File: src/rtl/mysystem_avm_pkg.sv
// Shared state encoding and default fabric addresses for the mysystem
// Avalon-MM loader.
package mysystem_avm_pkg;

    localparam int DATA_W          = 32;
    localparam int DEF_ADDR_W      = 2;
    localparam int DEF_NUM_WORDS   = 4;
    localparam int DEF_BASE_ADDR   = 0;
    localparam int DEF_STATUS_ADDR = 3;
    localparam int DEF_STATUS_BIT  = 0;
    localparam int DEF_RESULT_ADDR = 0;
    localparam int DEF_TIMEOUT     = 1024;

    typedef enum logic [2:0] {
        ST_IDLE,
        ST_WRITE,
        ST_POLL,
        ST_RESULT,
        ST_DONE
    } state_t;

endpackage

File: src/rtl/mysystem_avm_loader_if.sv
// Avalon-MM word-addressed bus between the loader (master) and the
// mysystem register slaves.
interface mysystem_avm_loader_if #(
    parameter int ADDR_W = 2
);
    import mysystem_avm_pkg::*;

    logic [ADDR_W-1:0] avm_address;
    logic              avm_write;
    logic              avm_read;
    logic [DATA_W-1:0] avm_writedata;
    logic [DATA_W-1:0] avm_readdata;
    logic              avm_waitrequest;

    modport master (
        output avm_address,
        output avm_write,
        output avm_read,
        output avm_writedata,
        input  avm_readdata,
        input  avm_waitrequest
    );

    modport slave (
        input  avm_address,
        input  avm_write,
        input  avm_read,
        input  avm_writedata,
        output avm_readdata,
        output avm_waitrequest
    );

endinterface

File: src/rtl/mysystem_poll_timer.sv
// Clearable, enabled cycle counter that flags the last allowed poll cycle.
// A TIMEOUT of 0 disables the terminal count entirely.
module mysystem_poll_timer #(
    parameter int TIMEOUT = 1024
) (
    input  logic clk,
    input  logic reset_n,
    input  logic clear,
    input  logic enable,
    output logic expired
);
    localparam int CNT_W = (TIMEOUT > 1) ? $clog2(TIMEOUT) : 1;

    logic [CNT_W-1:0] cnt;

    always_ff @(posedge clk) begin
        if (!reset_n || clear) begin
            cnt <= '0;
        end else if (enable) begin
            cnt <= cnt + 1'b1;
        end
    end

    assign expired = (TIMEOUT != 0) && enable && (cnt == CNT_W'(TIMEOUT - 1));

endmodule

File: src/rtl/mysystem_avm_loader.sv
// Avalon-MM loader: streams a job of source words to consecutive slave
// addresses, polls a status word until ready, then fetches one result word.
module mysystem_avm_loader
    import mysystem_avm_pkg::*;
#(
    parameter int ADDR_W      = DEF_ADDR_W,
    parameter int NUM_WORDS   = DEF_NUM_WORDS,
    parameter int BASE_ADDR   = DEF_BASE_ADDR,
    parameter int STATUS_ADDR = DEF_STATUS_ADDR,
    parameter int STATUS_BIT  = DEF_STATUS_BIT,
    parameter int RESULT_ADDR = DEF_RESULT_ADDR,
    parameter int TIMEOUT     = DEF_TIMEOUT
) (
    input  logic                  clk,
    input  logic                  reset_n,
    input  logic                  start,
    input  logic [DATA_W-1:0]     src_data,
    input  logic                  src_valid,
    output logic                  src_ready,
    output logic                  busy,
    output logic                  done,
    output logic                  error,
    output logic [DATA_W-1:0]     result,
    mysystem_avm_loader_if.master avm
);
    state_t            state;
    state_t            state_d;
    logic [ADDR_W-1:0] word_cnt;
    logic              wr_pend;
    logic              poll_gap;
    logic              error_q;
    logic [DATA_W-1:0] wdata_q;
    logic [DATA_W-1:0] result_q;
    logic              rd_strobe;
    logic              wr_done;
    logic              rd_done;
    logic              status_set;
    logic              last_word;
    logic              src_fire;
    logic              tmo_expired;

    assign wr_done    = wr_pend && !avm.avm_waitrequest;
    assign rd_done    = rd_strobe && !avm.avm_waitrequest;
    assign status_set = avm.avm_readdata[STATUS_BIT];
    assign last_word  = (word_cnt == ADDR_W'(NUM_WORDS - 1));
    assign src_fire   = src_valid && src_ready;

    mysystem_poll_timer #(
        .TIMEOUT (TIMEOUT)
    ) u_poll_timer (
        .clk     (clk),
        .reset_n (reset_n),
        .clear   (state != ST_POLL),
        .enable  (state == ST_POLL),
        .expired (tmo_expired)
    );

    always_ff @(posedge clk) begin
        if (!reset_n) begin
            state <= ST_IDLE;
        end else begin
            state <= state_d;
        end
    end

    // A ready status bit wins over a timeout landing in the same cycle.
    always_comb begin
        state_d = state;
        case (state)
            ST_IDLE:   if (start) state_d = ST_WRITE;
            ST_WRITE:  if (wr_done && last_word) state_d = ST_POLL;
            ST_POLL: begin
                if (rd_done && status_set) begin
                    state_d = ST_RESULT;
                end else if (tmo_expired) begin
                    state_d = ST_DONE;
                end
            end
            ST_RESULT: if (rd_done) state_d = ST_DONE;
            ST_DONE:   state_d = ST_IDLE;
            default:   state_d = ST_IDLE;
        endcase
    end

    always_comb begin
        src_ready       = 1'b0;
        rd_strobe       = 1'b0;
        avm.avm_address = '0;
        busy            = (state != ST_IDLE);
        done            = (state == ST_DONE);
        case (state)
            ST_WRITE: begin
                src_ready       = !wr_pend;
                avm.avm_address = ADDR_W'(BASE_ADDR) + word_cnt;
            end
            ST_POLL: begin
                rd_strobe       = !poll_gap;
                avm.avm_address = ADDR_W'(STATUS_ADDR);
            end
            ST_RESULT: begin
                rd_strobe       = 1'b1;
                avm.avm_address = ADDR_W'(RESULT_ADDR);
            end
            default: ;
        endcase
        avm.avm_read = rd_strobe;
    end

    assign avm.avm_write     = wr_pend;
    assign avm.avm_writedata = wdata_q;
    assign error             = error_q;
    assign result            = result_q;

    // Write strobe and data are registered so they hold through any stall.
    always_ff @(posedge clk) begin
        if (!reset_n) begin
            word_cnt <= '0;
            wr_pend  <= 1'b0;
            wdata_q  <= '0;
            poll_gap <= 1'b0;
            error_q  <= 1'b0;
            result_q <= '0;
        end else begin
            if (state == ST_IDLE && start) begin
                word_cnt <= '0;
                error_q  <= 1'b0;
            end
            if (src_fire) begin
                wdata_q <= src_data;
                wr_pend <= 1'b1;
            end else if (wr_done) begin
                wr_pend  <= 1'b0;
                word_cnt <= word_cnt + 1'b1;
            end
            poll_gap <= (state == ST_POLL) && (state_d == ST_POLL) && rd_done && !status_set;
            if (state == ST_POLL && state_d == ST_DONE) begin
                error_q <= 1'b1;
            end
            if (state == ST_RESULT && rd_done) begin
                result_q <= avm.avm_readdata;
            end
        end
    end

endmodule

File: src/flat_wrapper.sv
// flat-port wrapper written by rule: the top's interface ports become plain ports
module mysystem_avm_loader_flat import mysystem_avm_pkg::*;
#(
    parameter int ADDR_W      = DEF_ADDR_W,
    parameter int NUM_WORDS   = DEF_NUM_WORDS,
    parameter int BASE_ADDR   = DEF_BASE_ADDR,
    parameter int STATUS_ADDR = DEF_STATUS_ADDR,
    parameter int STATUS_BIT  = DEF_STATUS_BIT,
    parameter int RESULT_ADDR = DEF_RESULT_ADDR,
    parameter int TIMEOUT     = DEF_TIMEOUT
)
  (clk, reset_n, start, src_data, src_valid, src_ready, busy, done, error, result, avm_avm_address, avm_avm_write, avm_avm_read, avm_avm_writedata, avm_avm_readdata, avm_avm_waitrequest);
  mysystem_avm_loader_if #(.ADDR_W(ADDR_W)) avm_i ();
  input  logic clk;
  input  logic reset_n;
  input  logic start;
  input  logic [DATA_W-1:0] src_data;
  input  logic src_valid;
  output logic src_ready;
  output logic busy;
  output logic done;
  output logic error;
  output logic [DATA_W-1:0] result;
  output wire logic [$bits(avm_i.avm_address)-1:0] avm_avm_address;
  output wire logic [$bits(avm_i.avm_write)-1:0] avm_avm_write;
  output wire logic [$bits(avm_i.avm_read)-1:0] avm_avm_read;
  output wire logic [$bits(avm_i.avm_writedata)-1:0] avm_avm_writedata;
  input wire logic [$bits(avm_i.avm_readdata)-1:0] avm_avm_readdata;
  input wire logic [$bits(avm_i.avm_waitrequest)-1:0] avm_avm_waitrequest;
  assign avm_avm_address = avm_i.avm_address;
  assign avm_avm_write = avm_i.avm_write;
  assign avm_avm_read = avm_i.avm_read;
  assign avm_avm_writedata = avm_i.avm_writedata;
  assign avm_i.avm_readdata = avm_avm_readdata;
  assign avm_i.avm_waitrequest = avm_avm_waitrequest;
  mysystem_avm_loader #(.ADDR_W(ADDR_W), .NUM_WORDS(NUM_WORDS), .BASE_ADDR(BASE_ADDR), .STATUS_ADDR(STATUS_ADDR), .STATUS_BIT(STATUS_BIT), .RESULT_ADDR(RESULT_ADDR), .TIMEOUT(TIMEOUT)) u_core (.clk(clk), .reset_n(reset_n), .start(start), .src_data(src_data), .src_valid(src_valid), .src_ready(src_ready), .busy(busy), .done(done), .error(error), .result(result), .avm(avm_i));
endmodule
File: config.mk
export PLATFORM = sky130hd
export DESIGN_NAME = mysystem_avm_loader_flat
export DESIGN_NICKNAME = d
export VERILOG_FILES = /design/src/rtl/mysystem_avm_pkg.sv /design/src/rtl/mysystem_avm_loader_if.sv /design/src/rtl/mysystem_poll_timer.sv /design/src/rtl/mysystem_avm_loader.sv /design/src/flat_wrapper.sv
export SDC_FILE = /design/constraint.sdc
export NUM_CORES = 1
export LEC_CHECK = 0
export CORE_MARGIN = 4
export CORE_UTILIZATION = 43
export CTS_CLUSTER_SIZE = 20
export DETAILED_ROUTE_END_ITERATION = 16
export PLACE_DENSITY = 0.79
export SYNTH_ARGS = -nofsm -noshare
export SYNTH_HDL_FRONTEND = slang
export SYNTH_SLANG_ARGS = --single-unit
File: constraint.sdc
create_clock -name clk -period 1.9 [get_ports clk]
set_input_delay 0.57 -clock clk [delete_from_list [all_inputs] [get_ports clk]]
set_output_delay 0.57 -clock clk [all_outputs]
set_load 0.01 [all_outputs]
Word level (Yosys, flattened, before mapping)
Index checks and enable logic that the tools add are counted.
Storage, ports and cells
  register bits: 82
  logic and storage cells: 57
  output and inout bits: 72
Cells by class
  equality and inequality tests: 9
  add/sub/neg operators: 2
  reductions and logical operators: 22
  mux-type cells: 16
Operators with widths (count)
  2-to-1 mux 3 bit: 5
  logical AND 1 bit: 12
  one-hot mux 3 bit (4 select lines): 1
  adder 10 x 1 -> 10 bit, second input constant: 1
  equality test 10 bit, second input constant: 1
  equality test 3 x 2 -> 1 bit, second input constant: 3
  equality test 3 bit, second input constant: 2
  2-to-1 mux 2 bit: 3
  zero test 1 bit: 5
  2-to-1 mux 1 bit: 5
  one-hot mux 2 bit (2 select lines): 1
  nonzero test 2 bit: 2
  equality test 3 x 1 -> 1 bit, second input constant: 1
  zero test 3 bit: 1
  inequality test 3 x 2 -> 1 bit, second input constant: 1
  nonzero test 3 bit: 1
  adder 2 x 1 -> 2 bit, second input constant: 1
  equality test 2 bit, second input constant: 1
  one-hot mux 1 bit (2 select lines): 1
  logical OR 1 bit: 1

Depth between registers and ports, before layout
Gate-level depths: netlist of run 1.
  depth after elaboration: 10
  gate-level depth with buffers: 6
  depth with buffers taken out: 4

Modules after synthesis
From an unflattened synthesis of run 1, not the netlist that was laid out.
Unflattened totals
  cells, all modules: 397
  area, all modules: 3445.8 sq um
Modules (own cells, without submodules)
  mysystem_avm_loader: sequential area each 1441.4 sq um, cells each 345, area an instance 2982.9 sq um, instances 1
  mysystem_poll_timer: sequential area each 200.2 sq um, cells each 52, area an instance 462.9 sq um, instances 1

Least setup slack after synthesis of run 1
OpenSTA, ideal clock, no wires.
  path kind: register -> output
  from: register u_core.wr_pend, in the netlist u_core.avm.avm_write
  to: output src_ready
  setup slack: 243 ps
  stages on the path, launching flop included: 4
  arrival time: 1087 ps
  buffers on the path: 2
  cells stage by stage: dfxtp_1 -> nor4b_2 -> buf_2 -> buf_2
On the way
  cells in the longest elaborated chain, start to end: 2
Ends and longest elaborated chain
  start: declaration: RTL line mysystem_avm_loader.sv:29  | logic wr_pend;
  start signal: assignment: RTL line mysystem_avm_loader.sv:118  | wr_pend <= 1'b0;
  start signal: assignment: RTL line mysystem_avm_loader.sv:130  | wr_pend <= 1'b1;
  start signal: assignment: RTL line mysystem_avm_loader.sv:132  | wr_pend <= 1'b0;
  zero test 1 bit: RTL line mysystem_avm_loader.sv:93  | src_ready = !wr_pend;
  2-to-1 mux 1 bit: RTL line mysystem_avm_loader.sv:91  | case (state)
  end: declaration: RTL line flat_wrapper.sv:19  | output logic src_ready;
No other way between the ends.

Final worst setup path of run 1
  from: register u_core.result_q[27], in the netlist u_core.result[27]
  to: output result[27]
RTL lines
  start: declaration: RTL line mysystem_avm_loader.sv:33  | logic [DATA_W-1:0] result_q;
  start signal: assignment: RTL line mysystem_avm_loader.sv:140  | result_q <= avm.avm_readdata;
  end: declaration: RTL line flat_wrapper.sv:23  | output logic [DATA_W-1:0] result;
No word-level cell between the ends.

==> run metrics, run 1 <==
number of global-route vias before repair 3187; Rows 32; Worst setup endpoint result[27]; Critical Path Start Type flop; RePlAce Congestion 0.836; worst-margin pin slew 0.481 ns; Max VDD drop 0.328 mV; first-pass GRT wire length 15.1 mm; Layout Area Growth over Synthesis 51.4%; status complete, no violations; largest net degree at the start of global routing 66; worst skew pair latency 0.35 ns; CTS tree built; Vias 3217; worst hold path class flop to flop; WL/cell 14.1 um; post-synthesis cell type count 48; Syn Area/Cell 9.11 um^2; # nets final 603; unrepaired setup endpoints after global routing no; placed wire-length estimate 6.65 mm; critical path's top delay family buffers and inverters; Mapped Cells 389; Initial Util 44.9%; Die X 98.8 um; final hold vios 0; layout cells sized above 1 12.3%; r2r setup slk 0.16 ns; I/O Buffers 140; # DRC 0; power per cell area 669 mW/mm^2; Placed Cells 621; critical path depth 1; diode count 0; total CTS buffers 9; standard cell core area 0.00789 mm^2; leak pwr 2.08 nW; CTS clk-pin slew, worst paths 0.09 ns; main flop type after synthesis dfxtp_1; Routed WL 9.02 mm; setup tns final 0 ns; FF-to-FF End u_core.state[1]$_SDFF_PN0_; worst reg2reg path depth 5; Final Max Tran Viols 0; final worst-path cycle share 95.9%; first drt pass iteration count 4; CTS sink count 82; DRT iter0 DRCs 74; slowest stage cell, crit path clkdlybuf4s50_1; Syn Nets 460; # IOs 141; Async SR Flop Fraction 0%; Ys Warns 0; worst endpoint required time 1.33 ns; Rel. slew slack 67.9%; Max-Cap Viols 0; Tot Pwr 3.59 mW; EDFF count, synth 0; GRT Util Overall 18.7%; Die Height 98.8 um; Max Freq 0.549 GHz; crit path launch u_core.result[27]$_SDFFE_PN0P_; crit-path max FO 2; Min Hold Slack 0.456 ns; critical path class flop to output pin; Final ANT Viol Nets 0; Worst EP arrival 1.25 ns; sequential share of the synthesized area 46.3%; minimum clock period 1.82 ns; Crit path buffers/inverters 1; Die Area 0.00976 mm^2; crit end category output pin; synthesized area 0.00354 mm^2; hold path cells 2; Crit path largest cell delay 0.55 ns; clk root buf clkbuf_8; Clock Path Buffers 2; clock skew 0.00983 ns; reg2reg start u_core.state[2]$_SDFF_PN0_; grt total ovfl 0; post-DR vias/cell 5.03; initial antenna violation count 0; # setup viols final 0; critical path, cell by cell clkdlybuf4s50_1; Synth Register Bits 82; H-tree levels 3; Cell Count, Final, Fillers Out 639
-- worst min path at each step --
stage                                                    endpoint                               startpoint  slack (ns)
after floorplan           u_core.u_poll_timer.cnt[0]$_SDFFE_PP0P_  u_core.u_poll_timer.cnt[0]$_SDFFE_PP0P_        0.43
after global placement              u_core.result[9]$_SDFFE_PN0P_            u_core.result[9]$_SDFFE_PN0P_        0.44
after detailed placement           u_core.result[22]$_SDFFE_PN0P_           u_core.result[22]$_SDFFE_PN0P_        0.45
after CTS                          u_core.result[22]$_SDFFE_PN0P_           u_core.result[22]$_SDFFE_PN0P_        0.46
after global routing               u_core.result[10]$_SDFFE_PN0P_           u_core.result[10]$_SDFFE_PN0P_        0.48
final                              u_core.result[22]$_SDFFE_PN0P_           u_core.result[22]$_SDFFE_PN0P_        0.46
-- through the flow --
stage	worst slack (ns)	util, %	area (um^2)
final	0.0781	68.0	5370
after global routing	0.0155	68.0	5370
after CTS	-0.0402	68.2	5380
after detailed placement	-0.0843	64.9	5120
after global placement	-0.0474	64.9	5120
after floorplan	0.243	-	3540
-- area by class of cell --
type,count,area (um^2)
multi-input cells,269,1740
clock buffers,9,124
repair buffers,167,1610
clock inverters,7,101
fillers,621,2520
well taps,102,128
inverters,3,11.3
flip-flops and latches,82,1650
-- where the power goes --
group          switching [mW]  internal, mW  leakage, nW
clock                   0.662         0.751        0.106
combinational           0.150         0.262         1.31
sequential             0.0180          1.75        0.665
total                   0.830          2.76         2.08
-- cells in the final DEF (no fill, tap or decap), types with 2 or more instances in the layout --
cell type and instances:
o31ai_1 3, nand2_1 70, clkbuf_8 9, clkdlybuf4s50_1 131, nor2_1 6, or4_1 3
bufinv_16 2, a21boi_1 5, or3_1 2, dfxtp_4 3, nand4_1 2, a21oi_1 7
nand3_1 4, dfxtp_1 79, a21boi_0 60, clkinvlp_4 2, nand4bb_1 3, and4bb_2 2
nand2b_1 4, o21a_1 33, o21ai_0 4, inv_6 2, buf_2 4, ha_1 2
buf_4 24, xnor2_1 2, inv_1 3, and3_1 33, nor4_1 2, buf_12 3
clkbuf_2 2
-- per-layer routing --
| metal | part of all wire (%) | vias to the layer above | GRT usage (%) |
|---|---|---|---|
| li1 | - | 1636 | - |
| met2 | 48 | 102 | 30.6 |
| met1 | 41 | 1463 | 21.7 |
| met3 | 9.0 | 16 | 8.07 |
| met4 | 2.1 | 0 | 7.14 |
| met5 | 0 | - | 0 |
-- flip-flops by register name, indices dropped and copies added, names as in the netlist --
signal	count
u_core.result	32
u_core.state	3
u_core.u_poll_timer.cnt	10
u_core.word_cnt	2
u_core.poll_gap	1
u_core.avm.avm_write	1
u_core.error	1
u_core.avm.avm_writedata	32
-- worst register-to-register path, cell delays in order, from the launching register on --
cell and delay, ns:
dfxtp_4 0.37, buf_4 0.13, buf_4 0.13, nand4b_4 0.16, or4_4 0.53, a211o_1 0.31
-- cell families after synthesis --
logic type / after synthesis / share of synthesized area [%]
simple gates: 146 / 22.6
compound gates: 117 / 24.0
flops: 82 / 46.3
buf+inv: 38 / 5.40
xor+xnor: 3 / 0.742
fa+ha+maj: 2 / 0.706
mux: 1 / 0.282
-- synth_stat cells (all sizes together), types with 4 or more instances --
cell type | count | area [um^2]
nand2b | 5 | 33.8
nor2 | 6 | 22.5
o21a | 33 | 248
and3 | 34 | 214
or4 | 4 | 33.8
a21oi | 7 | 35.0
o21ai | 4 | 20.0
buf | 11 | 68.8
nand3 | 4 | 20.0
nand2 | 70 | 263
a21boi | 65 | 488
dfxtp | 82 | 1640
clkbuf | 24 | 111
-- repair_timing --
| item | 4_1_cts | 5_1_grt |
|---|---|---|
| resized for setup | 28 | 7 |
| setup buffers | 2 | 0 |
| endpoints found under the setup margin | 7 | 5 |
| hold buffers | 0 | 0 |
No activity file was read; power rests on OpenSTA's default activity.
==> inputs of run 2 (changes only) <==
--- a/config.mk
+++ b/config.mk
@@ -9,7 +9,7 @@
 export CORE_UTILIZATION = 43
 export CTS_CLUSTER_SIZE = 20
 export DETAILED_ROUTE_END_ITERATION = 16
-export PLACE_DENSITY = 0.79
+export PLACE_DENSITY_LB_ADDON = 0.1
 export SYNTH_ARGS = -nofsm -noshare
 export SYNTH_HDL_FRONTEND = slang
 export SYNTH_SLANG_ARGS = --single-unit
==> run 2 against run 1 <==
Sequential share of layout area barely moved. First-iteration DRC count rose by 11%. Highest routed layer unchanged. Cell count fell by 0.16%. Global-route usage fell by 0.45 points. Count of clock-buffer cells in the layout rose by 4. Total power fell by 3.2%. Clock power fell by 9%. Sequential power barely moved.
==> run metrics, run 2 (synthesized netlist as in run 1, its figures left out) <==
status complete, no violations; most common cell after layout, fill and taps aside clkdlybuf4s50_1; crit-path max FO 3 (+1); minimum clock period 1.85 ns (+0.0243 ns); largest net degree at the start of global routing 66 (unchanged); fin util 68.0% (unchanged); final worst-path cycle share 97.2% (+1.3 points); Routed WL 9.04 mm (+0.19%); Initial Util 44.9% (unchanged); crit end category output pin; Max-Cap Viols 0 (unchanged); CTS sink count 82 (unchanged); number of global-route vias before repair 3167 (-0.63%); layout cells sized above 1 12.1% (-0.16 points); CTS tree built; diode count 0 (unchanged); r2r setup slk 0.17 ns (about the same); # DRC 0 (unchanged); Final ANT Viol Nets 0 (unchanged); Clock Path Buffers 2 (unchanged); # setup viols final 0 (unchanged); GRT Util Overall 18.3% (-0.45 points); Die Height 98.8 um (unchanged); placed wire-length estimate 6.40 mm (-3.7%); critical path class flop to output pin; reg2reg start u_core.state[1]$_SDFF_PN0_; worst hold path class flop to flop; power per cell area 647 mW/mm^2 (-3.2%); Final Max Tran Viols 0 (unchanged); H-tree levels 3 (unchanged); Critical Path Start Type flop; total CTS buffers 9 (unchanged); unrepaired setup endpoints after global routing yes; min-delay src u_core.result[9]$_SDFFE_PN0P_; Worst EP arrival 1.28 ns (+0.03 ns); # nets final 603 (unchanged); first-pass GRT wire length 14.7 mm (-2.4%); initial antenna violation count 0 (unchanged); FF-to-FF End u_core.avm.avm_writedata[4]$_SDFFE_PN0P_; most frequent cells in the layout clkdlybuf4s50_1 (132), dfxtp_1 (79), nand2_1 (70), a21boi_0 (60); Max VDD drop 0.347 mV (+5.7%); hold path cells 2 (unchanged); Min Hold Slack 0.459 ns (+0.00208 ns); standard cell core area 0.00789 mm^2 (unchanged); # IOs 141 (unchanged); worst endpoint required time 1.33 ns (about the same); DRT iter0 DRCs 82 (+11%); WL/cell 14.2 um (+0.35%); I/O Buffers 140 (unchanged); Vias 3186 (-0.96%); post-DR vias/cell 4.99 (-0.81%); Die Area 0.00976 mm^2 (unchanged); grt total ovfl 0 (unchanged); leak pwr 2.06 nW (-0.75%); Die X 98.8 um (unchanged); first drt pass iteration count 4 (unchanged); Layout Area Growth over Synthesis 51.4% (unchanged); clk root buf clkbuf_8; RePlAce Congestion 0.781 (-6.5%); Rel. slew slack 66.9% (-1.1 points); worst skew pair latency 0.34 ns (about the same); clock skew 0.00657 ns (-0.00327 ns); Max Freq 0.542 GHz (-1.3%); CTS clk-pin slew, worst paths 0.08 ns (about the same); worst-margin pin slew 0.497 ns (+0.0159 ns); worst reg2reg path depth 5 (unchanged); Rows 32 (unchanged); worst hold path endpoint u_core.result[9]$_SDFFE_PN0P_; final hold vios 0 (unchanged)
[run 2: worst max path at each step]
| stage | endpoint | cells after the start | slack, ns | startpoint |
|---|---|---|---|---|
| after global placement | avm_avm_address[0] | 4 | -0.07 | u_core.state[0]$_SDFF_PN0_ |
| final | busy | 3 | 0.05 | u_core.state[0]$_SDFF_PN0_ |
| after global routing | avm_avm_read | 4 | -0.002 | u_core.state[0]$_SDFF_PN0_ |
| after CTS | avm_avm_address[0] | 5 | 0.02 | u_core.state[0]$_SDFF_PN0_ |
| after floorplan | src_ready | 3 | 0.24 | u_core.avm.avm_write$_SDFFE_PN0P_ |
| after detailed placement | avm_avm_address[1] | 4 | -0.1 | u_core.state[0]$_SDFF_PN0_ |
[run 2: per-stage QoR]
step	area (um^2)	cells	total power, mW	setup TNS, ns	setup WS, ns
CTS	5320	637	3.52	0	0.0214
detailed placement	5110	620	2.22	-0.622	-0.0972
global placement	5110	620	2.21	-0.246	-0.0703
floorplan	3540	389	1.97	0	0.243
global route	5370	638	3.63	-0.00198	-0.00198
finish	5370	638	3.47	0	0.0538
[run 2: where the power goes]
group	internal, mW	switching (mW)
combinational	0.268	0.152
clock	0.707	0.583
sequential	1.75	0.0158
total	2.72	0.751
[run 2: per-layer routing]
metal	share of wire (%)	vias up	wire (um)	GRT usage, %
met5	0	-	0	0
met1	43	1456	3890	21.1
met4	2.4	0	218	7.67
met2	46	83	4180	30.1
met3	8.2	17	741	7.29
li1	-	1630	-	-
[run 2: layout make-up]
cell class,instances,area (um^2)
Tap cell,102,128
Sequential cell,82,1650
Inverter,3,11.3
Clock inverter,2,35.0
Clock buffer,13,169
Fill cell,635,2520
Multi-Input combinational cell,269,1740
Timing Repair Buffer,167,1630
[run 2: timing repair]
action / in CTS / in global routing
hold buffers: 0 / 0
setup buffers: 2 / 1
pin swaps: 0 / 4
setup endpoints to repair: 7 / 4
gates resized for setup: 27 / 10
[run 2: critical path, cell delays in order (launching register included)]
cell	delay (ns)
dfxtp_4	0.36
buf_4	0.13
or3_4	0.32
buf_6	0.13
